File: config.mk
export PLATFORM = sky130hd
export DESIGN_NAME = mem_access_flat
export DESIGN_NICKNAME = d
export VERILOG_FILES = /design/src/rtl/mem_access_if.sv /design/src/rtl/mem_access.sv /design/src/flat_wrapper.sv
export SDC_FILE = /design/constraint.sdc
export NUM_CORES = 1
export LEC_CHECK = 0
export BUFFER_PORTS_ARGS = -buffer_cell sky130_fd_sc_hd__buf_2
export CORE_ASPECT_RATIO = 1.2
export CORE_MARGIN = 4
export CORE_UTILIZATION = 40
export DETAILED_ROUTE_END_ITERATION = 6
export PLACE_DENSITY = 0.75
export SLEW_MARGIN = 5
export SYNTH_ARGS = -nofsm -noshare
export SYNTH_HDL_FRONTEND = slang
export SYNTH_SLANG_ARGS = --single-unit
File: constraint.sdc
create_clock -name clk -period 2.99 [get_ports clk]
set_clock_uncertainty 0.1 [all_clocks]
set_input_delay 0.598 -clock clk [delete_from_list [all_inputs] [get_ports clk]]
set_output_delay 0.598 -clock clk [all_outputs]
set_load 0.02 [all_outputs]
File: src/rtl/mem_access_if.sv
`default_nettype none
// ============================================================================
// Module   : mem_access_if
// Purpose  : Byte-wide shared memory bus between the MEM stage and arbiter.
// Revision : 1.0
// ============================================================================
interface mem_access_if #(
    parameter int ADDR_W = 32
);
    logic              mem_req_o;
    logic              mem_gnt_i;
    logic [ADDR_W-1:0] mem_a_o;
    logic              mem_wr_o;
    logic [7:0]        mem_dout_o;
    logic [7:0]        mem_din_i;

    modport master (
        output mem_req_o, mem_a_o, mem_wr_o, mem_dout_o,
        input  mem_gnt_i, mem_din_i
    );

    modport slave (
        input  mem_req_o, mem_a_o, mem_wr_o, mem_dout_o,
        output mem_gnt_i, mem_din_i
    );
endinterface
`default_nettype wire

File: src/rtl/mem_access.sv
`default_nettype none
// ============================================================================
// Module   : mem_access
// Purpose  : MEM-stage byte-serial load/store engine with pipeline stall.
//            Optional misalignment trap: define MEM_MISALIGN_CHK_EN.
// Revision : 1.0
// ============================================================================
module mem_access #(
    parameter int         ADDR_W       = 32,
    parameter logic [6:0] LOAD_OPCODE  = 7'b0000011,
    parameter logic [6:0] STORE_OPCODE = 7'b0100011
) (
    input  wire               clk,
    input  wire               rst,
    input  wire               rdy,
    input  wire               valid_i,
    input  wire  [6:0]        opcode_i,
    input  wire  [2:0]        funct3_i,
    input  wire  [ADDR_W-1:0] mem_addr_i,
    input  wire  [31:0]       wdata_i,
    input  wire  [4:0]        wd_i,
    input  wire               wreg_i,
    output logic              valid_o,
    output logic [4:0]        wd_o,
    output logic              wreg_o,
    output logic [31:0]       wdata_o,
    output logic              stall_req_o,
    mem_access_if.master      bus,
    output logic              err_o
);

    typedef enum logic [1:0] {
        S_IDLE  = 2'd0,
        S_XFER  = 2'd1,
        S_DRAIN = 2'd2,
        S_DONE  = 2'd3
    } state_t;

    state_t              state_q, state_d;
    logic [ADDR_W-1:0]   addr_q;
    logic [31:0]         wdata_q;
    logic [31:0]         asm_q;
    logic [4:0]          wd_q;
    logic                wreg_q;
    logic [2:0]          f3_q;
    logic                ld_q, st_q, err_q;
    logic [1:0]          k_q;
    logic                pend_q;
    logic [1:0]          pend_k_q;

    logic                w_is_mem;
    logic                w_is_ld;
    logic                w_misalign;
    logic                w_accept;
    logic                w_issue;
    logic [1:0]          w_last_k;
    logic [31:0]         w_ld_ext;
    logic                w_req, w_wr;
    logic [ADDR_W-1:0]   w_addr;
    logic [7:0]          w_dout;

    assign w_is_ld  = (opcode_i == LOAD_OPCODE);
    assign w_is_mem = (w_is_ld || opcode_i == STORE_OPCODE) &&
                      (funct3_i inside {3'b000, 3'b001, 3'b010, 3'b100, 3'b101});

`ifdef MEM_MISALIGN_CHK_EN
    assign w_misalign = (funct3_i[1:0] == 2'b01 && mem_addr_i[0]) ||
                        (funct3_i[1:0] == 2'b10 && mem_addr_i[1:0] != 2'b00);
    assign err_o      = (state_q == S_DONE) && err_q;
`else
    assign w_misalign = 1'b0;
    assign err_o      = 1'b0;
`endif

    assign w_accept = (state_q == S_IDLE) && valid_i && rdy;
    // A byte only counts as issued when the request was actually driven.
    assign w_issue  = (state_q == S_XFER) && bus.mem_gnt_i && rdy;
    assign w_last_k = f3_q[1] ? 2'd3 : (f3_q[0] ? 2'd1 : 2'd0);

    always_ff @(posedge clk) begin
        if (rst) begin
            state_q <= S_IDLE;
        end else if (rdy) begin
            state_q <= state_d;
        end
    end

    always_ff @(posedge clk) begin
        if (rst) begin
            addr_q   <= '0;
            wdata_q  <= '0;
            asm_q    <= '0;
            wd_q     <= '0;
            wreg_q   <= 1'b0;
            f3_q     <= '0;
            ld_q     <= 1'b0;
            st_q     <= 1'b0;
            err_q    <= 1'b0;
            k_q      <= '0;
            pend_q   <= 1'b0;
            pend_k_q <= '0;
        end else if (rdy) begin
            if (w_accept) begin
                addr_q  <= mem_addr_i;
                wdata_q <= wdata_i;
                wd_q    <= wd_i;
                wreg_q  <= wreg_i;
                f3_q    <= funct3_i;
                ld_q    <= w_is_mem && !w_misalign && w_is_ld;
                st_q    <= w_is_mem && !w_misalign && !w_is_ld;
                err_q   <= w_is_mem && w_misalign;
                k_q     <= '0;
                asm_q   <= '0;
            end
            if (w_issue) begin
                k_q <= k_q + 2'd1;
            end
            // Read data returns one cycle after a granted issue.
            pend_q   <= w_issue && ld_q;
            pend_k_q <= k_q;
            if (pend_q) begin
                asm_q[{pend_k_q, 3'b000} +: 8] <= bus.mem_din_i;
            end
        end
    end

    always_comb begin
        state_d     = state_q;
        valid_o     = 1'b0;
        wd_o        = '0;
        wreg_o      = 1'b0;
        wdata_o     = '0;
        stall_req_o = 1'b0;
        w_req       = 1'b0;
        w_wr        = 1'b0;
        w_addr      = '0;
        w_dout      = '0;

        case (f3_q)
            3'b000:  w_ld_ext = {{24{asm_q[7]}}, asm_q[7:0]};
            3'b001:  w_ld_ext = {{16{asm_q[15]}}, asm_q[15:0]};
            3'b100:  w_ld_ext = {24'd0, asm_q[7:0]};
            3'b101:  w_ld_ext = {16'd0, asm_q[15:0]};
            default: w_ld_ext = asm_q;
        endcase

        case (state_q)
            S_IDLE: begin
                stall_req_o = valid_i && w_is_mem;
                if (w_accept) begin
                    state_d = (w_is_mem && !w_misalign) ? S_XFER : S_DONE;
                end
            end
            S_XFER: begin
                stall_req_o = 1'b1;
                w_req       = rdy;
                w_wr        = rdy && st_q;
                w_addr      = addr_q + ADDR_W'(k_q);
                w_dout      = wdata_q[{k_q, 3'b000} +: 8];
                if (w_issue && k_q == w_last_k) begin
                    state_d = ld_q ? S_DRAIN : S_DONE;
                end
            end
            S_DRAIN: begin
                stall_req_o = 1'b1;
                state_d     = S_DONE;
            end
            S_DONE: begin
                valid_o = 1'b1;
                wd_o    = wd_q;
                wreg_o  = wreg_q && !st_q && !err_q;
                if (ld_q) begin
                    wdata_o = w_ld_ext;
                end else if (!st_q && !err_q) begin
                    wdata_o = wdata_q;
                end
                state_d = S_IDLE;
            end
            default: state_d = S_IDLE;
        endcase
    end

    assign bus.mem_req_o  = w_req;
    assign bus.mem_wr_o   = w_wr;
    assign bus.mem_a_o    = w_addr;
    assign bus.mem_dout_o = w_dout;

endmodule
`default_nettype wire

File: src/flat_wrapper.sv
// flat-port wrapper written by rule: the top's interface ports become plain ports
module mem_access_flat 
#(
    parameter int         ADDR_W       = 32,
    parameter logic [6:0] LOAD_OPCODE  = 7'b0000011,
    parameter logic [6:0] STORE_OPCODE = 7'b0100011
)
  (clk, rst, rdy, valid_i, opcode_i, funct3_i, mem_addr_i, wdata_i, wd_i, wreg_i, valid_o, wd_o, wreg_o, wdata_o, stall_req_o, err_o, bus_mem_req_o, bus_mem_a_o, bus_mem_wr_o, bus_mem_dout_o, bus_mem_gnt_i, bus_mem_din_i);
  mem_access_if #(.ADDR_W(ADDR_W)) bus_i ();
  input  wire clk;
  input  wire rst;
  input  wire rdy;
  input  wire valid_i;
  input  wire  [6:0] opcode_i;
  input  wire  [2:0] funct3_i;
  input  wire  [ADDR_W-1:0] mem_addr_i;
  input  wire  [31:0] wdata_i;
  input  wire  [4:0] wd_i;
  input  wire wreg_i;
  output logic valid_o;
  output logic [4:0] wd_o;
  output logic wreg_o;
  output logic [31:0] wdata_o;
  output logic stall_req_o;
  output logic err_o;
  output wire logic [$bits(bus_i.mem_req_o)-1:0] bus_mem_req_o;
  output wire logic [$bits(bus_i.mem_a_o)-1:0] bus_mem_a_o;
  output wire logic [$bits(bus_i.mem_wr_o)-1:0] bus_mem_wr_o;
  output wire logic [$bits(bus_i.mem_dout_o)-1:0] bus_mem_dout_o;
  input wire logic [$bits(bus_i.mem_gnt_i)-1:0] bus_mem_gnt_i;
  input wire logic [$bits(bus_i.mem_din_i)-1:0] bus_mem_din_i;
  assign bus_mem_req_o = bus_i.mem_req_o;
  assign bus_mem_a_o = bus_i.mem_a_o;
  assign bus_mem_wr_o = bus_i.mem_wr_o;
  assign bus_mem_dout_o = bus_i.mem_dout_o;
  assign bus_i.mem_gnt_i = bus_mem_gnt_i;
  assign bus_i.mem_din_i = bus_mem_din_i;
  mem_access #(.ADDR_W(ADDR_W), .LOAD_OPCODE(LOAD_OPCODE), .STORE_OPCODE(STORE_OPCODE)) u_core (.clk(clk), .rst(rst), .rdy(rdy), .valid_i(valid_i), .opcode_i(opcode_i), .funct3_i(funct3_i), .mem_addr_i(mem_addr_i), .wdata_i(wdata_i), .wd_i(wd_i), .wreg_i(wreg_i), .valid_o(valid_o), .wd_o(wd_o), .wreg_o(wreg_o), .wdata_o(wdata_o), .stall_req_o(stall_req_o), .bus(bus_i), .err_o(err_o));
endmodule
Word level (Yosys, flattened, before mapping). Index checks and enable logic that the tools add are counted.

Bits in registers: 114. Bits of input ports: 93. Word-level logic and storage cells: 83. Output and inout port bits: 83.

Mux-type cells: 26. Shift operators: 3. Add/sub/neg operators: 3. Reductions and logical operators: 24. Eq/ne operators: 15.

Operator list (count): 32-bit two-way mux (8); 32-bit case mux with 4 select lines (1); 32-bit by 2-bit adder with 32-bit output (1); 32-bit bitwise mux (1); 8-bit by 7-bit variable shift with 32-bit output, first input constant (1); 32-bit by 6-bit variable part select with 8-bit output (1); 8-bit by 7-bit variable part select with 32-bit output (1); 3-bit == test, second input constant (4); 1-bit logical AND (12); 2-bit two-way mux (6); 8-bit two-way mux (1); 2-bit case mux with 4 select lines (1); 7-bit by 2-bit == test with 1-bit output, second input constant (1); 7-bit by 6-bit == test with 1-bit output, second input constant (1); 5-bit negation with 7-bit output (1); 3-bit by 1-bit == test with 1-bit output, second input constant (2); 3-bit zero test (2); 1-bit two-way mux (6); 5-bit two-way mux (1); 5-bit nonzero test (1); 2-bit == test, second input constant (2); 2-bit AND reduction (2); 3-bit by 2-bit == test with 1-bit output, second input constant (1); 3-bit AND reduction (1); other kinds (11) (12).

Depth between registers and ports, before layout.
Word-level depth: 8. Gate-level depth with buffers: 8. Depth with buffers taken out: 6.

Worst setup path before layout. Ideal clock, no wire load.

Path type: register to output. Start: register u_core.k_q[0]. End: output bus_mem_a_o[24]. Buffers on the path: 1. Arrival time: 2.129 ns. Slack: 0.163 ns. Data required time: 2.292 ns. Stages on the path, launching flop included: 8. Cell sequence: dfxtp_1 -> ha_1 -> fa_1 -> and3_1 -> buf_2 -> nand4_1 -> or4_1 -> a21oi_1.

Cells in the longest elaborated chain, start to end: 2.

RTL lines: start: declaration (line mem_access.sv:47) `logic [1:0] k_q;`; start signal: assignment (line mem_access.sv:116) `k_q <= k_q + 2'd1;`; 32-bit by 2-bit adder with 32-bit output (line mem_access.sv:158) `w_addr = addr_q + ADDR_W'(k_q);`; 32-bit two-way mux (line mem_access.sv:147) `case (state_q)`; end: declaration (line flat_wrapper.sv:27) `output wire logic [$bits(bus_i.mem_a_o)-1:0] bus_mem_a_o;`.

Every way passes these cells.

Final worst setup path.
Start: register u_core.k_q[0]. End: output bus_mem_a_o[26].

Same word-level chain as after synthesis.

==> impl_metrics.ini <==
[setup_path]
crit_start = u_core.k_q[0]$_SDFFE_PP0P_
slowest_stage = or4_4
r2r_cells = 6
timing.rr.start = u_core.state_q[0]$_SDFFE_PP0P_
worstPathMaxFanout = 3
required_ns = 2.29
cp-endpoint = bus_mem_a_o[26]
path_cells = ha_4 > fa_2 > and3_4 > buf_6 > nand4_1 > or4_4 > a21oi_2 > buf_4
cp-start-kind = register
cpPeakStageDelay_ns = 0.54
regToRegSetupSlack_ns = 0.71
arrival_ns = 2.37
path_class = register to primary output
r2r_end = u_core.asm_q[12]$_SDFFE_PP0P_
endpoint_kind = primary output

[global_routing]
track_usage_pct = 23.3
grt_pass1_wl_um = 31500
grt_pass1_vias = 5867
antenna_found_initial = 0
grt_max_degree = 64
grt-ovfl-total = 0

[floorplan]
initial_utilization_pct = 40.5
die_w_um = 120
chipHeight_um = 143
io_pins = 176
coreArea_mm2 = 0.0150
row_count = 49
die-area_mm2 = 0.0172

[pwr]
total_power_mw = 4.30
p_leak_nw = 3.14
power_density_mw_per_mm2 = 527
ir_drop_mv = 0.390

[cts]
postCtsHoldBufs = 0
clk_path_buf_depth = 2
cts_tree = done
cts_max_level = 4
cts_made_buffers = 17
clk_pin_slew_ns = 0.06
clk_latency_ns = 0.41
cts_root_buffer = clkbuf_16
cts_sinks = 114

[timing]
grt_setup_unrepaired = yes
whs_ns = 0.318
slew_headroom_pct = 45.1
period_needed_ns = 3.06
hold_viol = 0
tightest_slew_ns = 0.820
slew_violations = 0
finalSetupViolCount = 7
period_share_pct = 102
setup_tns_ns = -0.285
max_freq_mhz = 326
fin_ws_ns = -0.0737

[yosys]
synth-edff-count = 0
synthCells = 795
yosys_warnings = 0
synth_compound_area_share_pct = 20.1
synth-seq-cells = 114
synth_cell_type_count = 45
syn_nets = 900
synthMuxAreaShare_pct = 3.63
synth_top_family_by_area = simple AND/OR/NAND/NOR gates
synth-simple-area-share_pct = 29.5
synthXorXnorAreaFrac_pct = 1.88
async_flop_share_pct = 0
synth_fa_ha_area_share_pct = 2.60
syn_area_per_cell_um2 = 7.63
syn_area_mm2 = 0.00606
dominantRegCellSynth = dfxtp_1
ys_seq_area_share_pct = 37.6

[detailed_routing]
post-route-drc-count = 0
vias = 6529
final_antenna_net_count = 0
wirelength_um = 21000
wl_per_cell_um = 17.8
vias_per_cell = 5.53
dr.pass1.iters = 6
drtIter0Drc = 871

[place]
gp_congestion = 0.953
post_dp_cell_area_mm2 = 0.00715
io_buffers = 174
post-dp-hpwl_um = 14500

[min_path]
hold_path_class = primary input to register

[status]
failed_checks = setup timing
status = complete, but fails checks

[final_layout]
fillers = 1433
fin_nets = 1069
fin_util_pct = 54.4
area_growth_pct = 34.4
final_area_mm2 = 0.00815
final_layout_size_suffix_gt1_share_pct = 30.9
diodes = 0

[run]
max_cap_viol_count = 0
-- through the flow --
stage                     setup WS (ns)  cells
final                           -0.0737   1181
after global routing             -0.148   1181
after CTS                       -0.0759   1174
after detailed placement          0.129   1132
after global placement            0.174   1132
after floorplan                   0.163    795
-- synth_stat cells, drive strengths merged, types with 9 or more instances --
library cell / instances / area [µm²]
nor3b: 11 / 82.6
and3: 10 / 62.6
nand2b: 17 / 106
a22oi: 33 / 248
clkbuf: 48 / 180
inv: 10 / 37.5
a21oi: 113 / 566
or4: 12 / 90.1
nor2: 58 / 218
and2: 17 / 106
o21ai: 15 / 75.1
nand3: 9 / 50.1
nor2b: 35 / 219
buf: 13 / 58.8
dfxtp: 114 / 2280
o31ai: 11 / 82.6
ha: 11 / 138
a32oi: 16 / 140
nand2: 171 / 642
-- sequential cells by signal, indices dropped and copies added, names as in the netlist --
signal           flops
u_core.state_q       2
u_core.ld_q          1
u_core.wreg_q        1
u_core.addr_q       32
u_core.wdata_q      32
u_core.f3_q          3
u_core.asm_q        32
u_core.k_q           2
u_core.wd_q          5
u_core.pend_q        1
u_core.pend_k_q      2
u_core.st_q          1
-- critical path: cells and delay by family (launching register included) --
family | cells | cell delay [ns]
simple gates | 3 | 0.88
flops | 1 | 0.35
fa+ha+maj | 2 | 0.34
buf+inv | 2 | 0.25
compound gates | 1 | 0.14
-- worst min-delay path by stage --
stage,endpoint,slack [ns],cells past startpoint,start
floorplan,u_core.wd_q[0]$_SDFFE_PP0P_,0.33,2,u_core.wd_q[0]$_SDFFE_PP0P_
global placement,u_core.wd_q[1]$_SDFFE_PP0P_,0.34,2,u_core.wd_q[1]$_SDFFE_PP0P_
detailed placement,u_core.wd_q[1]$_SDFFE_PP0P_,0.34,2,u_core.wd_q[1]$_SDFFE_PP0P_
CTS,u_core.addr_q[7]$_SDFFE_PP0P_,0.30,3,mem_addr_i[7]
global route,u_core.addr_q[23]$_SDFFE_PP0P_,0.30,3,mem_addr_i[23]
finish,u_core.addr_q[21]$_SDFFE_PP0P_,0.32,3,mem_addr_i[21]
-- metal layers --
layer / part of all wire [%] / GRT usage, %
met5: 0 / 0
met4: 3.6 / 9.31
met3: 6.9 / 4.87
met2: 50 / 39.3
met1: 40 / 29.1
-- logic make-up after synthesis --
family | count (synthesis)
AND/OR/NAND/NOR | 370
other | 1
AO/OA/AOI/OAI | 202
XOR/XNOR | 13
flip-flops | 114
adder cells (fa/ha/maj) | 12
buffers and inverters | 71
multiplexers | 12
-- what timing repair did --
item | 4_1_cts | 5_1_grt
setup buffers | 8 | 7
gates resized for setup | 34 | 47
pin swaps | 10 | 19
setup endpoints to repair | 36 | 30
cloned | 2 | 0
-- cells in the final DEF (no fill, tap or decap), drive strengths merged, types with 5 or more instances in the layout --
master and count:
nand3 9, o21ai 15, nor2 58, xnor2 8, clkbuf 18, mux4 8, clkinv 5, or3 6
a21oi 113, a22oi 33, a32oi 16, inv 14, and4 6, ha 11, buf 209, o31ai 11
or4 14, nor2b 35, xor2 5, nand2b 17, nor3b 11, nand2 171, dfxtp 114, nand4 8
and2 17, and3 10
-- layout make-up --
cell class / count / area, µm² / area share, %
multi-input cells: 612 / 3710 / 45.5
flip-flops and latches: 114 / 2310 / 28.4
repair buffers: 209 / 1240 / 15.2
clock buffers: 18 / 439 / 5.39
well taps: 204 / 255 / 3.13
clock inverters: 14 / 154 / 1.89
inverters: 10 / 37.5 / 0.461
-- where the power goes --
part           switching (mW)  total (mW)  internal (mW)
registers              0.0861        1.68           1.59
logic                   0.372       0.597          0.225
clock network           0.762        2.02           1.26
total                    1.22        4.30           3.08
No activity file was read; power rests on OpenSTA's default activity.
